$ cat src/rtl/seg_serial_receiver.sv
// Serial seven-segment receiver: synchronises lane/shift inputs, reassembles one
// 8-bit pattern per digit MSB-first, and decodes each pattern back to BCD.
module seg_serial_receiver #(
   parameter int unsigned DIGITS      = 3,
   parameter int unsigned IDLE_CYCLES = 64,
   parameter int unsigned IDLE_W      = 7
) (
   input  logic                  clk,
   input  logic                  reset,
   input  logic [DIGITS-1:0]     seg_in,
   input  logic                  shift_in,
   output logic [8*DIGITS-1:0]   seg_out,
   output logic [4*DIGITS-1:0]   cnt_out,
   output logic [DIGITS-1:0]     digit_ok,
   output logic                  frame_valid,
   output logic                  frame_err
);

   typedef enum logic [1:0] {IDLE, SHIFT, LATCH} state_t;

   state_t                   state;
   logic                     shift_meta, shift_sync, shift_prev;
   logic [DIGITS-1:0]        seg_meta, seg_sync;
   logic [DIGITS-1:0][7:0]   sreg;
   logic [3:0]               bit_cnt;
   logic [IDLE_W-1:0]        idle_cnt;
   logic                     rise;
   logic [4*DIGITS-1:0]      dec_cnt;
   logic [DIGITS-1:0]        dec_ok;

   // {ok, bcd}; dp (bit7) is ignored by the caller
   function automatic logic [4:0] decode(input logic [6:0] p);
      case (p)
         7'h3F:   decode = {1'b1, 4'd0};
         7'h06:   decode = {1'b1, 4'd1};
         7'h5B:   decode = {1'b1, 4'd2};
         7'h4F:   decode = {1'b1, 4'd3};
         7'h66:   decode = {1'b1, 4'd4};
         7'h6D:   decode = {1'b1, 4'd5};
         7'h7D:   decode = {1'b1, 4'd6};
         7'h07:   decode = {1'b1, 4'd7};
         7'h7F:   decode = {1'b1, 4'd8};
         7'h6F:   decode = {1'b1, 4'd9};
         default: decode = {1'b0, 4'hF};
      endcase
   endfunction

   always_comb begin
      dec_cnt = '1;
      dec_ok  = '0;
      for (int unsigned j = 0; j < DIGITS; j++) begin
         {dec_ok[j], dec_cnt[4*j +: 4]} = decode(sreg[j][6:0]);
      end
   end

   assign rise = shift_sync & ~shift_prev;

   always_ff @(posedge clk or posedge reset) begin
      if (reset) begin
         shift_meta <= 1'b0;
         shift_sync <= 1'b0;
         shift_prev <= 1'b0;
         seg_meta   <= '0;
         seg_sync   <= '0;
      end else begin
         shift_meta <= shift_in;
         shift_sync <= shift_meta;
         shift_prev <= shift_sync;
         seg_meta   <= seg_in;
         seg_sync   <= seg_meta;
      end
   end

   always_ff @(posedge clk or posedge reset) begin
      if (reset) begin
         state       <= IDLE;
         bit_cnt     <= '0;
         idle_cnt    <= '0;
         sreg        <= '0;
         seg_out     <= '0;
         cnt_out     <= '0;
         digit_ok    <= '0;
         frame_valid <= 1'b0;
         frame_err   <= 1'b0;
      end else begin
         frame_valid <= 1'b0;
         frame_err   <= 1'b0;
         if (rise && state != LATCH) begin
            for (int unsigned j = 0; j < DIGITS; j++) begin
               sreg[j] <= {sreg[j][6:0], seg_sync[j]};
            end
         end
         case (state)
            IDLE: begin
               if (rise) begin
                  state    <= SHIFT;
                  bit_cnt  <= 4'd1;
                  idle_cnt <= '0;
               end
            end
            SHIFT: begin
               // an edge in the timeout cycle keeps the frame alive
               if (rise) begin
                  idle_cnt <= '0;
                  bit_cnt  <= bit_cnt + 4'd1;
                  if (bit_cnt == 4'd7) state <= LATCH;
               end else if (idle_cnt == IDLE_W'(IDLE_CYCLES - 1)) begin
                  state     <= IDLE;
                  bit_cnt   <= '0;
                  idle_cnt  <= '0;
                  sreg      <= '0;
                  frame_err <= 1'b1;
               end else begin
                  idle_cnt <= idle_cnt + 1'b1;
               end
            end
            LATCH: begin
               seg_out     <= sreg;
               cnt_out     <= dec_cnt;
               digit_ok    <= dec_ok;
               frame_valid <= 1'b1;
               bit_cnt     <= '0;
               idle_cnt    <= '0;
               state       <= IDLE;
            end
            default: state <= IDLE;
         endcase
      end
   end

endmodule

$ cat config.mk
export PLATFORM = sky130hd
export DESIGN_NAME = seg_serial_receiver
export DESIGN_NICKNAME = d
export VERILOG_FILES = /design/src/rtl/seg_serial_receiver.sv
export SDC_FILE = /design/constraint.sdc
export NUM_CORES = 1
export LEC_CHECK = 0
export BUFFER_PORTS_ARGS = -buffer_cell sky130_fd_sc_hd__buf_2
export CAP_MARGIN = 20
export CORE_MARGIN = 5
export CORE_UTILIZATION = 30
export DETAILED_ROUTE_END_ITERATION = 10
export GPL_ROUTABILITY_DRIVEN = 0
export PLACE_DENSITY = 0.48
export SYNTH_ARGS = -nofsm -noshare
export SYNTH_HDL_FRONTEND = slang
export SYNTH_SLANG_ARGS = --single-unit
$ cat constraint.sdc
create_clock -name clk -period 2.4 [get_ports clk]
set_input_delay 0.24 -clock clk [delete_from_list [all_inputs] [get_ports clk]]
set_output_delay 0.24 -clock clk [all_outputs]
set_load 0.005 [all_outputs]
-- Word-level counts from Yosys, hierarchy flattened
Cells that the tools add are included.
- $add $sub $neg: 2
- muxes and demuxes: 24
- reductions and logical operators: 6
- equal/unequal tests: 38
- bitwise operators: 2
- operator list (cell ; count):
    $pmux W5 S10 ; 3
    $eq A7 B7 Y1 const B ; 21
    $mux W24 ; 4
    $eq A7 B3 Y1 const B ; 6
    $eq A7 B6 Y1 const B ; 4
    $mux W7 ; 3
    $pmux W7 S3 ; 1
    $mux W4 ; 3
    $pmux W4 S3 ; 1
    $mux W2 ; 4
    $add A7 B1 Y7 const B ; 1
    $ne A3 B3 Y1 const B ; 2
    $reduce_and A3 Y1 ; 2
    $add A4 B1 Y4 const B ; 1
    $eq A4 B3 Y1 const B ; 1
    $mux W1 ; 4
    $ne A2 B2 Y1 const B ; 2
    $pmux W2 S2 ; 1
    $reduce_bool A3 Y1 ; 1
    $eq A2 B1 Y1 const B ; 1
    $eq A2 B2 Y1 const B ; 1
    $logic_not A2 Y1 ; 1
    $reduce_and A2 Y1 ; 1
    $and A1 B1 Y1 ; 1
    other kinds (2) ; 2
- output and inout port bits: 41
- logic and storage cells: 88
- bits in registers: 87

-- Longest topological paths before layout
- depth after elaboration: 7
- gate-level depth with buffers: 7
- gate-level depth less buffers: 6

-- Worst setup path before layout
No wires, ideal clock.
- path type: reg2reg
- start point: reg idle_cnt[0]
- end point: reg bit_cnt[0]
- library setup time: 0.125 ns
- slack: 0.592 ns
- period minus slack after synthesis: 1.808 ns
- path buffers: 0
- cell stages (with the launch flop): 7
- arrival time: 1.684 ns
- required time: 2.275 ns
- cells stage by stage: dfrtp_1 ha_1 nand3_1 o31a_1 o21ai_2 o21a_1 mux2_2
- word-level cells in the longest chain between the ends: 3
- RTL lines (what ; RTL line ; RTL):
    from (decl) ; 26 ; logic [IDLE_W-1:0] idle_cnt;
    from (signal assigned) ; 114 ; idle_cnt <= idle_cnt + 1'b1;
    $eq A7 B6 Y1 ; 107 ; end else if (idle_cnt == IDLE_W'(IDLE_CYCLES - 1)) begin
    $ne A3 B3 Y1 (no source line) ; n/a ;
    $reduce_and A3 Y1 (no source line) ; n/a ;
    to (signal assigned) ; 105 ; bit_cnt <= bit_cnt + 4'd1;
    to (decl) ; 25 ; logic [3:0] bit_cnt;
Every way passes these cells.
A chain may end at the register's enable or synchronous reset.

-- Worst setup path in the final report
Same ends and word-level chain as after synthesis.

==> flow_summary.json <==
{
  "grt_pass1_wl_um": 14900,
  "cp_cell_sequence": "ha_1, nand3_1, o31a_1, o21ai_2, o21a_1, mux2_2",
  "synth_edf_count": 0,
  "final_util_pct": 36.2,
  "post_cts_buffers": 0,
  "maxSlewHeadroom_pct": 66.9,
  "die_x_um": 126,
  "fin_nets": 438,
  "min_period_over_period_pct": 82.7,
  "ys_seq_area_share_pct": 54.4,
  "syn_avg_cell_area_um2": 10.5,
  "p_leak_nw": 2.29,
  "critPathTopFamily": "compound AO/OA/AOI/OAI gates",
  "yosys.area_share.simple_pct": 16.2,
  "cts_root_buf": "clkbuf_16",
  "yosysTopAreaCell": "dfrtp_1",
  "powerDensity_nw_per_um2": 882,
  "wl_met2_um": 4060,
  "hold_viol": 0,
  "rows": 42,
  "synthXorXnorAreaFrac_pct": 1.53,
  "syn-num-nets": 395,
  "setup_tns_ps": 0,
  "wl_met1_um": 4130,
  "yosys.area.top_type_share_pct": 54.4,
  "top_layer_used": "met4",
  "synth_area_leaders": "dfrtp_1 54%, mux2_2 7.9%, nand2_1 6.1%, a21oi_1 4.0%, nor2_1 2.3%",
  "startpoint_type": "flip-flop",
  "wl_per_cell_um": 14.2,
  "finalSetupViolCount": 0,
  "fillCellCount": 1319,
  "yosysMostFrequentCell": "dfrtp_1",
  "worst_ep_arrival_time_ps": 2210,
  "crit_slowest_cell": "dfrtp_1",
  "clkTransAtPathRegs_ps": 70,
  "cts_max_path_buffers": 2,
  "multi_input_area_um2": 1650,
  "cpPeakStageDelay_ps": 390,
  "synth_cells": 383,
  "crit_path_end_kind": "flip-flop",
  "drv_cap": 0,
  "irDropWorstVdd_v": 0.000377,
  "dr.pass1.iters": 4,
  "syn-cell-area_um2": 4000,
  "cts_tree": "done",
  "worst_pin_slew_ps": 489,
  "dr_total_vias": 2953,
  "cp_max_fo": 6,
  "critical_path_required_ps": 2620,
  "ios": 47,
  "overflow": 0,
  "clock_skew_ps": 6.65,
  "wirelength_um": 8640,
  "ctsResizeCount": 0,
  "synth_fa_ha_area_share_pct": 1.88,
  "ys_seq_elements": 87,
  "seqCellArea_um2": 2180,
  "ant_nets": 0,
  "dpl.hpwl_um": 5970,
  "ys_async_sr_fraction_pct": 100,
  "synth.top_cells.by_count": "87 x dfrtp_1, 65 x nand2_1, 32 x a21oi_1",
  "avgViaCountPerCell": 4.86,
  "h-tree-depth": 3,
  "numCtsBuffers": 9,
  "grt.total_usage_pct": 11.5,
  "wl_met3_um": 307,
  "antenna_found_initial": 0,
  "hold_path_class": "flip-flop to flip-flop",
  "syn2layout_area_growth_pct": 18.9,
  "period_needed_ps": 1990,
  "die_h_um": 126,
  "slew_violations": 0,
  "worstSetupPathType": "flip-flop to flip-flop",
  "synthFlopType": "dfrtp_1",
  "rsz0062_at_grt": "no",
  "die_area_um2": 15800,
  "cp_num_buf_inv": 0,
  "synthMuxAreaShare_pct": 8.50,
  "drive_gt1_share_pct": 25.5,
  "synth_top_family_by_area": "simple AND/OR/NAND/NOR gates",
  "ys_types": 54,
  "io_buffers": 46,
  "grt_pass1_vias": 3004,
  "coreArea_um2": 13100,
  "grt_max_degree": 48,
  "synth_compound_area_share_pct": 13.1,
  "remaining_drc_errors": 0,
  "yosys_warnings": 0,
  "start_util_pct": 30.5,
  "fmax_ghz": 0.504,
  "outcome": "finished clean",
  "n_antenna_cell": 0,
  "cts.sinks": 87,
  "clock_latency_ps": 340,
  "drtIter0Drc": 227
}
[cell type report]
cell class	count	area share, %
clock buffers	10	5.02
clock inverters	6	0.920
inverters	10	0.868
multi-input cells	258	34.7
flip-flops and latches	87	45.8
well taps	176	4.63
repair buffers	60	8.10
[state kept, by name (all words and copies together), names as in the netlist]
register	count
shift_prev	1
frame_valid	1
shift_sync	1
bit_cnt	4
cnt_out	12
frame_err	1
seg_out	24
state	2
shift_meta	1
idle_cnt	7
sreg	24
seg_sync	3
digit_ok	3
seg_meta	3
[path summary, 6_finish.rpt]
check | start | endpoint | slack (ps) | cells past startpoint
setup / recovery | idle_cnt[0] | bit_cnt[0] | 410 | 6
hold reg to reg | shift_meta | shift_sync | 350 | 0
min in group asynchronous | reset | sreg[4] | 480 | 3
hold / removal | shift_meta | shift_sync | 350 | 0
max in group asynchronous | reset | seg_out[20] | 1280 | 4
setup reg to reg | idle_cnt[0] | bit_cnt[0] | 410 | 6
[repair_timing]
action | CTS | global route
hold buffers | 5 | 0
hold endpoints to repair | 23 | 0
setup endpoints to repair | 0 | 0
[report_power, final]
group          total (W)  switching, W  internal (W)
Combinational   0.000856      0.000428      0.000428
Sequential       0.00200      0.000277       0.00172
Clock            0.00134      0.000606      0.000736
Total            0.00420       0.00131       0.00288
[metal layers]
metal | global-route usage, % | up-vias
li1 | - | 1428
met1 | 15.4 | 1468
met2 | 18.2 | 46
met3 | 2.90 | 11
met4 | 4.27 | 0
met5 | 0 | -
[cells by family after synthesis]
| family | count (synthesis) |
|---|---|
| multiplexers | 30 |
| AND/OR/NAND/NOR | 136 |
| adder cells (fa/ha/maj) | 6 |
| AO/OA/AOI/OAI | 79 |
| buffers and inverters | 38 |
| XOR/XNOR | 7 |
| flip-flops | 87 |
[placed cells by master, fill, tap and decap left out, types with 4 or more instances in the layout]
master / count
ha_1: 5
nand2_1: 65
buf_4: 6
buf_2: 46
o22ai_1: 4
a21oi_1: 32
a31oi_1: 6
nand3_1: 8
dfrtp_1: 87
and3_1: 4
clkbuf_16: 9
nand4_1: 5
o21ai_0: 12
nor3_1: 4
xor2_1: 6
o31ai_1: 4
nand2b_1: 4
dlygate4sd3_1: 5
nor2_1: 24
inv_1: 9
mux2_2: 28
[metrics by stage]
stage	power [W]	cells	setup WS, ps	cell area, um^2	hold WS, ps
finish	0.00420	607	415	4760	349
global route	0.00447	607	236	4760	356
CTS	0.00426	607	400	4760	350
detailed placement	0.00289	586	415	4430	304
global placement	0.00287	586	476	4430	287
floorplan	0.00259	383	592	4010	271
No activity file was read; power rests on OpenSTA's default activity.
